==> src/rtl/fb_fill_if.sv <==
// fb_fill_if: command handshake and framebuffer write port of the fill engine
interface fb_fill_if #(parameter int ADDR_W = 16);
    logic              cmd_valid;
    logic              cmd_ready;
    logic [7:0]        cmd_x;
    logic [7:0]        cmd_y;
    logic [7:0]        cmd_w;
    logic [7:0]        cmd_h;
    logic [2:0]        cmd_color;
    logic              busy;
    logic              done;
    logic              fb_we;
    logic [ADDR_W-1:0] fb_waddr;
    logic [2:0]        fb_wdata;
    modport master (
        output cmd_valid, cmd_x, cmd_y, cmd_w, cmd_h, cmd_color,
        input  cmd_ready, busy, done, fb_we, fb_waddr, fb_wdata
    );
    modport slave (
        input  cmd_valid, cmd_x, cmd_y, cmd_w, cmd_h, cmd_color,
        output cmd_ready, busy, done, fb_we, fb_waddr, fb_wdata
    );
endinterface

==> src/rtl/fb_fill.sv <==
// fb_fill: clipped rectangle fill engine writing one framebuffer pixel per clock
module fb_fill #(
    parameter int FB_WIDTH  = 214,
    parameter int FB_HEIGHT = 160,
    parameter int ADDR_W    = 16
) (
    input logic      clk,
    input logic      rst_async,
    fb_fill_if.slave bus
);
    typedef enum logic [1:0] {IDLE, SETUP, FILL, DONE} state_t;
    state_t            state_q, state_d;
    logic [7:0]        x_q, x_d, y_q, y_d, w_q, w_d, h_q, h_d;
    logic [7:0]        col_q, col_d, line_q, line_d;
    logic [2:0]        color_q, color_d, fb_wdata_q, fb_wdata_d;
    logic [8:0]        x_end_q, x_end_d, y_end_q, y_end_d, x_sum, y_sum;
    logic [ADDR_W-1:0] row_base_q, row_base_d, fb_waddr_q, fb_waddr_d;
    logic              cmd_ready_q, cmd_ready_d, busy_q, busy_d, done_q, done_d, fb_we_q, fb_we_d;
    logic              empty, last_col, last_line;

    always_comb begin
        x_sum      = {1'b0, x_q} + {1'b0, w_q};
        y_sum      = {1'b0, y_q} + {1'b0, h_q};
        empty      = w_q == 8'd0 || h_q == 8'd0 || {1'b0, x_q} >= 9'(FB_WIDTH) || {1'b0, y_q} >= 9'(FB_HEIGHT);
        last_col   = {1'b0, col_q} == x_end_q - 9'd1;
        last_line  = {1'b0, line_q} == y_end_q - 9'd1;
        state_d    = state_q;
        x_d        = x_q;
        y_d        = y_q;
        w_d        = w_q;
        h_d        = h_q;
        color_d    = color_q;
        x_end_d    = x_end_q;
        y_end_d    = y_end_q;
        col_d      = col_q;
        line_d     = line_q;
        row_base_d = row_base_q;
        case (state_q)
            IDLE: if (bus.cmd_valid && cmd_ready_q) begin
                x_d     = bus.cmd_x;
                y_d     = bus.cmd_y;
                w_d     = bus.cmd_w;
                h_d     = bus.cmd_h;
                color_d = bus.cmd_color;
                state_d = SETUP;
            end
            SETUP: begin
                x_end_d    = x_sum > 9'(FB_WIDTH) ? 9'(FB_WIDTH) : x_sum;
                y_end_d    = y_sum > 9'(FB_HEIGHT) ? 9'(FB_HEIGHT) : y_sum;
                col_d      = x_q;
                line_d     = y_q;
                row_base_d = ADDR_W'(y_q) * ADDR_W'(FB_WIDTH);
                state_d    = empty ? DONE : FILL;
            end
            // col/line/row_base track the pixel currently presented on the write port
            FILL: begin
                col_d      = last_col ? x_q : col_q + 8'd1;
                line_d     = last_col ? line_q + 8'd1 : line_q;
                row_base_d = last_col ? row_base_q + ADDR_W'(FB_WIDTH) : row_base_q;
                state_d    = last_col && last_line ? DONE : FILL;
            end
            default: state_d = IDLE;
        endcase
        cmd_ready_d = state_d == IDLE;
        busy_d      = state_d != IDLE;
        done_d      = state_d == DONE;
        fb_we_d     = state_d == FILL;
        fb_waddr_d  = fb_we_d ? row_base_d + ADDR_W'(col_d) : fb_waddr_q;
        fb_wdata_d  = fb_we_d ? color_q : fb_wdata_q;
    end

    always_ff @(posedge clk or negedge rst_async) begin
        if (!rst_async) begin
            state_q     <= IDLE;
            x_q         <= '0;
            y_q         <= '0;
            w_q         <= '0;
            h_q         <= '0;
            color_q     <= '0;
            x_end_q     <= '0;
            y_end_q     <= '0;
            col_q       <= '0;
            line_q      <= '0;
            row_base_q  <= '0;
            cmd_ready_q <= 1'b1;
            busy_q      <= 1'b0;
            done_q      <= 1'b0;
            fb_we_q     <= 1'b0;
            fb_waddr_q  <= '0;
            fb_wdata_q  <= '0;
        end else begin
            state_q     <= state_d;
            x_q         <= x_d;
            y_q         <= y_d;
            w_q         <= w_d;
            h_q         <= h_d;
            color_q     <= color_d;
            x_end_q     <= x_end_d;
            y_end_q     <= y_end_d;
            col_q       <= col_d;
            line_q      <= line_d;
            row_base_q  <= row_base_d;
            cmd_ready_q <= cmd_ready_d;
            busy_q      <= busy_d;
            done_q      <= done_d;
            fb_we_q     <= fb_we_d;
            fb_waddr_q  <= fb_waddr_d;
            fb_wdata_q  <= fb_wdata_d;
        end
    end

    assign bus.cmd_ready = cmd_ready_q;
    assign bus.busy      = busy_q;
    assign bus.done      = done_q;
    assign bus.fb_we     = fb_we_q;
    assign bus.fb_waddr  = fb_waddr_q;
    assign bus.fb_wdata  = fb_wdata_q;
endmodule

==> src/flat_wrapper.sv <==
// flat-port wrapper written by rule: the top's interface ports become plain ports
module fb_fill_flat 
#(
    parameter int FB_WIDTH  = 214,
    parameter int FB_HEIGHT = 160,
    parameter int ADDR_W    = 16
)
  (clk, rst_async, bus_cmd_valid, bus_cmd_x, bus_cmd_y, bus_cmd_w, bus_cmd_h, bus_cmd_color, bus_cmd_ready, bus_busy, bus_done, bus_fb_we, bus_fb_waddr, bus_fb_wdata);
  fb_fill_if #(.ADDR_W(ADDR_W)) bus_i ();
  input logic clk;
  input logic rst_async;
  input wire logic [$bits(bus_i.cmd_valid)-1:0] bus_cmd_valid;
  input wire logic [$bits(bus_i.cmd_x)-1:0] bus_cmd_x;
  input wire logic [$bits(bus_i.cmd_y)-1:0] bus_cmd_y;
  input wire logic [$bits(bus_i.cmd_w)-1:0] bus_cmd_w;
  input wire logic [$bits(bus_i.cmd_h)-1:0] bus_cmd_h;
  input wire logic [$bits(bus_i.cmd_color)-1:0] bus_cmd_color;
  output wire logic [$bits(bus_i.cmd_ready)-1:0] bus_cmd_ready;
  output wire logic [$bits(bus_i.busy)-1:0] bus_busy;
  output wire logic [$bits(bus_i.done)-1:0] bus_done;
  output wire logic [$bits(bus_i.fb_we)-1:0] bus_fb_we;
  output wire logic [$bits(bus_i.fb_waddr)-1:0] bus_fb_waddr;
  output wire logic [$bits(bus_i.fb_wdata)-1:0] bus_fb_wdata;
  assign bus_i.cmd_valid = bus_cmd_valid;
  assign bus_i.cmd_x = bus_cmd_x;
  assign bus_i.cmd_y = bus_cmd_y;
  assign bus_i.cmd_w = bus_cmd_w;
  assign bus_i.cmd_h = bus_cmd_h;
  assign bus_i.cmd_color = bus_cmd_color;
  assign bus_cmd_ready = bus_i.cmd_ready;
  assign bus_busy = bus_i.busy;
  assign bus_done = bus_i.done;
  assign bus_fb_we = bus_i.fb_we;
  assign bus_fb_waddr = bus_i.fb_waddr;
  assign bus_fb_wdata = bus_i.fb_wdata;
  fb_fill #(.FB_WIDTH(FB_WIDTH), .FB_HEIGHT(FB_HEIGHT), .ADDR_W(ADDR_W)) u_core (.clk(clk), .rst_async(rst_async), .bus(bus_i));
endmodule
==> config.mk <==
export PLATFORM = sky130hd
export DESIGN_NAME = fb_fill_flat
export DESIGN_NICKNAME = d
export VERILOG_FILES = /design/src/rtl/fb_fill_if.sv /design/src/rtl/fb_fill.sv /design/src/flat_wrapper.sv
export SDC_FILE = /design/constraint.sdc
export NUM_CORES = 1
export LEC_CHECK = 0
export CAP_MARGIN = 40
export CELL_PAD_IN_SITES_DETAIL_PLACEMENT = 1
export CELL_PAD_IN_SITES_GLOBAL_PLACEMENT = 2
export CORE_AREA = 2 2 171 131
export DETAILED_ROUTE_END_ITERATION = 16
export DIE_AREA = 0 0 173 133
export PLACE_DENSITY = 0.76
export SLEW_MARGIN = 15
export SYNTH_ARGS = -nofsm -noshare
export SYNTH_HDL_FRONTEND = slang
export SYNTH_SLANG_ARGS = --single-unit
==> constraint.sdc <==
create_clock -name clk -period 6.61 [get_ports clk]
set_clock_uncertainty 0.15 [all_clocks]
set_input_delay 1.6525 -clock clk [delete_from_list [all_inputs] [get_ports clk]]
set_output_delay 1.6525 -clock clk [all_outputs]
set_load 0.05 [all_outputs]
==> impl_metrics.toml, run 1 <==
[sta]
fin_ws_ps = 886
hold_viol = 0
maxSlewViolCount = 0
relSlewSlack = 0.450
timing.fmax_ghz = 0.175
setup_tns_ps = 0
rsz0062_at_grt = "no"
setup_viol = 0
tightest_slew_ps = 826
fin_crit_ps = 5720
final.period_utilization = 0.866

[placement]
dpl_cell_area_sq_mm = 0.00898
dp_hpwl_um = 17400
post-place-ws_ps = 927
place_congestion = 0.853
dp.cells = 1169
portBuffers = 60

[clocking]
path_clk_slew_ps = 80
cts_resized = 0
ctsHoldBuffers = 0
clockBufferDepth = 2
clk_latency_ps = 370
cts_made_buffers = 9
cts_tree = "done"
htreeDepth = 3
clock_sinks = 110
post_cts.repair.setup_buffers = 0
clockRootBuffer = "clkbuf_16"

[run]
drv_cap = 0

[critical_path]
critical_path_class = "reg2reg"
path_cells = "inv_1 > ha_1 > xnor2_1 > nand4_1 > a2111oi_4 > or2_1 > nand2_1 > nand2_1 > nand2_1 > a22o_1 > ha_1 > a21o_1 > a21oi_1 > o21ai_0 > a21oi_1 > o21ai_0 > a21oi_1 > or3_4 > o311a_1 > a221o_1"
slowest_delay_ps = 520
slowest_stage = "dfrtp_1"
rr_endpoint = "u_core.bus.fb_waddr[15]$_DFFE_PN0P_"
reg2reg_depth = 20
cp-end-kind = "flop"
ff2ff_setup_slack_ps = 890
path_buf_inv = 1
cp_max_fo = 12
cp.required_ps = 6710
r2r-start = "u_core.x_end_q[0]$_DFFE_PN0P_"
crit_family = "compound AO/OA/AOI/OAI gates"
crit_arrival_ps = 5820
start_kind = "flop"

[logic_synthesis]
synthFlopType = "dfrtp_1"
syn_nets = 963
ys_seq_elements = 110
ys_types = 79
synth_edf_count = 0
synth-seq-area-share = 0.344
async_flop_share = 1.00
syn_area_sq_mm = 0.00802
yosysWarnings = 0
avgSynthCellArea_sq_um = 9.66
synth_cells = 830

[grt]
busiest_layer = "met2"
grt_pass1_wl_um = 37500
grt_max_degree = 52
grt_pass1_vias = 6939
antenna_found_initial = 0
met1_usage = 0.285
use_met2 = 0.328
gr-total-overflow = 0
grt_usage = 0.204
met3_usage = 0.0379

[floorplan]
core_area_sq_mm = 0.0215
die_y_um = 133
io_pins = 61
fp-row-count = 47
initial_utilization = 0.372
dieArea_sq_mm = 0.0230
die_w_um = 173

[detailed_routing]
ant_nets = 0
drtIter0Drc = 300
wire_per_inst_um = 19.0
vias = 6477
wl_um = 22500
viasPerCell = 5.47
drc = 0
dr.pass1.iters = 4

[layout]
n_antenna_cell = 0
final-seq-area_sq_mm = 0.00275
fill_cells = 2482
drive_gt1_frac = 0.0999
multi_input_area_sq_mm = 0.00492
layout.nets = 1019
fin_cells = 1185
areaGrowthSynthToFinish_pct = 16.2
fin_area_sq_mm = 0.00931

[hold_path]
min_to = "u_core.bus.fb_wdata[1]$_DFFE_PN0P_"
holdPathStages = 2
hold_start = "u_core.color_q[1]$_DFFE_PN0P_"
hold_class = "reg2reg"

[status]
status = "completed"
==> per-stage QoR <==
stage	hold WS [ps]	utilization
floorplan	283	-
global placement	301	0.416
detailed placement	307	0.417
CTS	328	0.433
global route	354	0.433
finish	326	0.433
==> worst reg2reg max path: stages, from the launching register on <==
cell,delay [ps]
dfrtp_1,520
inv_1,110
ha_1,330
xnor2_1,180
nand4_1,160
a2111oi_4,420
or2_1,430
nand2_1,390
nand2_1,230
nand2_1,90
a22o_1,300
ha_1,290
a21o_1,110
a21oi_1,100
o21ai_0,240
a21oi_1,100
o21ai_0,280
a21oi_1,190
or3_4,380
o311a_1,330
a221o_1,260
==> layer usage <==
layer	vias to the layer above	part of all wire
met1	3277	0.50
met3	19	0.034
met2	94	0.45
met5	-	0
met4	0	0.012
li1	3087	-
==> synth_stat cells, types with 6 or more instances <==
master	number	area (sq um)
dfrtp_1	109	2730
nor4_1	8	50.1
ha_1	82	1030
o21bai_1	13	97.6
nand3_1	18	90.1
o21a_1	10	75.1
nor2_1	63	236
a21oi_1	45	225
fa_1	13	260
xnor2_1	38	333
a221oi_1	8	70.1
clkbuf_1	19	71.3
nor3_1	14	70.1
o31ai_1	6	45.0
nor2b_1	10	62.6
a21o_1	12	90.1
xor2_1	23	201
a31oi_1	9	56.3
nand2_1	75	282
inv_1	59	221
a211oi_1	8	60.1
mux2_2	35	394
a22o_1	12	105
nand4_1	8	50.1
o21ai_0	38	190
==> cell usage in the layout, fill, tap and decap left out, types with 3 or more instances in the layout <==
master,instances
dfrtp_1,109
ha_1,82
nand2_1,75
nor2_1,63
inv_1,59
clkdlybuf4s50_1,59
a21oi_1,45
xnor2_1,38
o21ai_0,38
mux2_2,35
xor2_1,23
nand3_1,17
nor3_1,14
o21bai_1,13
fa_1,13
a22o_1,12
a21o_1,12
buf_4,12
nor2b_1,10
o21a_1,10
a31oi_1,9
clkbuf_16,9
nand4_1,8
nor4_1,8
a221oi_1,8
a211oi_1,8
o31ai_1,6
a211o_1,5
mux2i_1,5
o2111ai_1,4
a41oi_1,4
and3_1,4
nor3b_1,3
nand3_2,3
and2_1,3
a31o_2,3
o22a_1,3
nand3b_1,3
o22ai_1,3
==> cell families (layout without fill, tap and decap cells) <==
logic type / after synthesis / count (layout) / share of synthesized area
simple gates: 221 / 221 / 0.132
compound gates: 215 / 215 / 0.199
flops: 110 / 110 / 0.344
fa+ha+maj: 95 / 95 / 0.160
buf+inv: 88 / 149 / 0.0435
xor+xnor: 61 / 61 / 0.0666
mux: 40 / 40 / 0.0554
==> state kept, by name, indices dropped and copies added, names as in the netlist <==
name                  cells
u_core.bus.fb_waddr      16
u_core.row_base_q        16
u_core.x_end_q            9
u_core.y_end_q            9
u_core.col_q              8
u_core.h_q                8
u_core.line_q             8
u_core.w_q                8
u_core.x_q                8
u_core.y_q                8
u_core.bus.fb_wdata       3
u_core.color_q            3
u_core.state_q            2
u_core.bus.busy           1
u_core.bus.cmd_ready      1
u_core.bus.done           1
u_core.bus.fb_we          1
==> worst max path at each step <==
stage,end,depth (start not counted),slack [ps],startpoint
detailed placement,u_core.bus.fb_waddr[15]$_DFFE_PN0P_,21,930,u_core.x_end_q[0]$_DFFE_PN0P_
CTS,u_core.bus.fb_waddr[15]$_DFFE_PN0P_,21,880,u_core.x_end_q[0]$_DFFE_PN0P_
global route,u_core.bus.fb_waddr[15]$_DFFE_PN0P_,20,410,u_core.x_end_q[0]$_DFFE_PN0P_
finish,u_core.bus.fb_waddr[15]$_DFFE_PN0P_,20,890,u_core.x_end_q[0]$_DFFE_PN0P_
global placement,u_core.bus.fb_waddr[15]$_DFFE_PN0P_,21,1090,u_core.x_end_q[0]$_DFFE_PN0P_
floorplan,u_core.bus.fb_waddr[15]$_DFFE_PN0P_,14,1730,u_core.y_q[1]$_DFFE_PN0P_
==> layout make-up <==
type	instances	area share
Sequential cell	110	0.296
Clock inverter	7	0.0116
Inverter	61	0.0246
Clock buffer	9	0.0242
Tap cell	294	0.0395
Multi-Input combinational cell	632	0.528
Timing Repair Buffer	72	0.0760
Power of run 1 is left out: the tool's default activity adds up to more than one toggle a clock period on the data nets, which glitch-free logic cannot reach.
==> inputs of run 2 (changes only) <==
Settings changed: CORE_AREA 2 2 171 131 to 4 4 173 133, DIE_AREA 0 0 173 133 to 0 0 177 137.
==> impl_metrics.toml, run 2 (synthesis gave the netlist of run 1 again) <==
[sta]
tightest_slew_ps = 714
maxSlewViolCount = 0
hold_viol = 0
setup_viol = 0
rsz0062_at_grt = "no"
fin_crit_ps = 5840
timing.fmax_ghz = 0.171
setup_tns_ps = 0
final.period_utilization = 0.883
relSlewSlack = 0.524

[grt]
antenna_found_initial = 0
grt_pass1_wl_um = 38400
grt_pass1_vias = 7052
grt_max_degree = 52
gr-total-overflow = 0
grt_usage = 0.200

[clocking]
htreeDepth = 3
post_cts.repair.setup_buffers = 0
clockBufferDepth = 2
cts_resized = 0
clockRootBuffer = "clkbuf_16"
clock_sinks = 110
clk_latency_ps = 360
cts_made_buffers = 9
ctsHoldBuffers = 0
path_clk_slew_ps = 80
cts_tree = "done"

[detailed_routing]
dr.pass1.iters = 4
drtIter0Drc = 213
vias = 6447
drc = 0
wl_um = 23100
viasPerCell = 5.46
wire_per_inst_um = 19.6
ant_nets = 0

[placement]
dp_hpwl_um = 18100
place_congestion = 0.872
portBuffers = 60

[floorplan]
core_area_sq_mm = 0.0211
die_w_um = 177
fp-row-count = 46
io_pins = 61
die_y_um = 137
initial_utilization = 0.380
dieArea_sq_mm = 0.0242

[layout]
areaGrowthSynthToFinish_pct = 15.9
final_common_cell = "dfrtp_1"
n_antenna_cell = 0
layout.nets = 1020
fill_cells = 2401
layout_common_cells = "dfrtp_1, ha_1, nand2_1, nor2_1"
drive_gt1_frac = 0.101

[hold_path]
hold_class = "reg2reg"

[run]
drv_cap = 0

[critical_path]
critical_path_class = "reg2reg"
cp.required_ps = 6700
cp_max_fo = 22
start_kind = "flop"
cp-end-kind = "flop"
crit_arrival_ps = 5930

[status]
status = "completed"
run 2: area by class of cell:
type	instances	area, sq um	area share
Clock inverter	7	82.6	0.00889
Sequential cell	110	2750	0.296
Inverter	61	229	0.0246
Multi-Input combinational cell	632	4920	0.530
Tap cell	288	360	0.0388
Clock buffer	9	225	0.0242
Timing Repair Buffer	73	716	0.0770
run 2: path summary, 6_finish.rpt:
check,startpoint,endpoint,slack [ps],cells past startpoint
max in group asynchronous,rst_async,u_core.row_base_q[14]$_DFF_PN0_,4010,3
max,u_core.x_end_q[0]$_DFFE_PN0P_,u_core.bus.fb_waddr[15]$_DFFE_PN0P_,770,21
min reg2reg,u_core.color_q[1]$_DFFE_PN0P_,u_core.bus.fb_wdata[1]$_DFFE_PN0P_,320,2
max reg2reg,u_core.x_end_q[0]$_DFFE_PN0P_,u_core.bus.fb_waddr[15]$_DFFE_PN0P_,770,21
min in group asynchronous,rst_async,u_core.h_q[6]$_DFFE_PN0P_,1180,1
min,u_core.color_q[1]$_DFFE_PN0P_,u_core.bus.fb_wdata[1]$_DFFE_PN0P_,320,2
run 2: per-stage QoR:
| stage | utilization | instances | hold WS [ps] | cell area, sq um | setup slack, ps |
|---|---|---|---|---|---|
| 2_1_floorplan | - | 830 | 283 | 8020 | 1730 |
| 3_3_place_gp | 0.424 | 1162 | 292 | 8950 | 1130 |
| 3_5_place_dp | 0.425 | 1164 | 306 | 8980 | 886 |
| 4_1_cts | 0.440 | 1180 | 327 | 9290 | 831 |
| 5_1_grt | 0.440 | 1180 | 335 | 9290 | 348 |
| 6_report | 0.440 | 1180 | 317 | 9290 | 771 |
run 2: worst max-delay path, cell delays in order, from the launching register on:
cell       delay, ps
dfrtp_1          530
inv_1            130
ha_1             350
xnor2_1          210
nand4_1          170
a2111oi_4        460
or2_1            440
nand2_1           90
buf_4            240
nand2_1          140
nand2_1          100
a22o_1           310
ha_1             290
a21o_1           110
a21oi_1          100
o21ai_0          270
a21oi_1          110
o21ai_0          300
a21oi_1          220
or3_4            390
o311a_1          340
a221o_1          260
run 2: routing by layer:
layer  wire length, um  vias up  part of all wire  global-route usage
li1                  -     3086                 -                   -
met1             11000     3269              0.47               0.268
met2             11300       78              0.49               0.349
met3               581       14             0.025              0.0260
met4               235        0             0.010              0.0395
met5                 0        -                 0                   0
Power of run 2 is left out for the same reason.
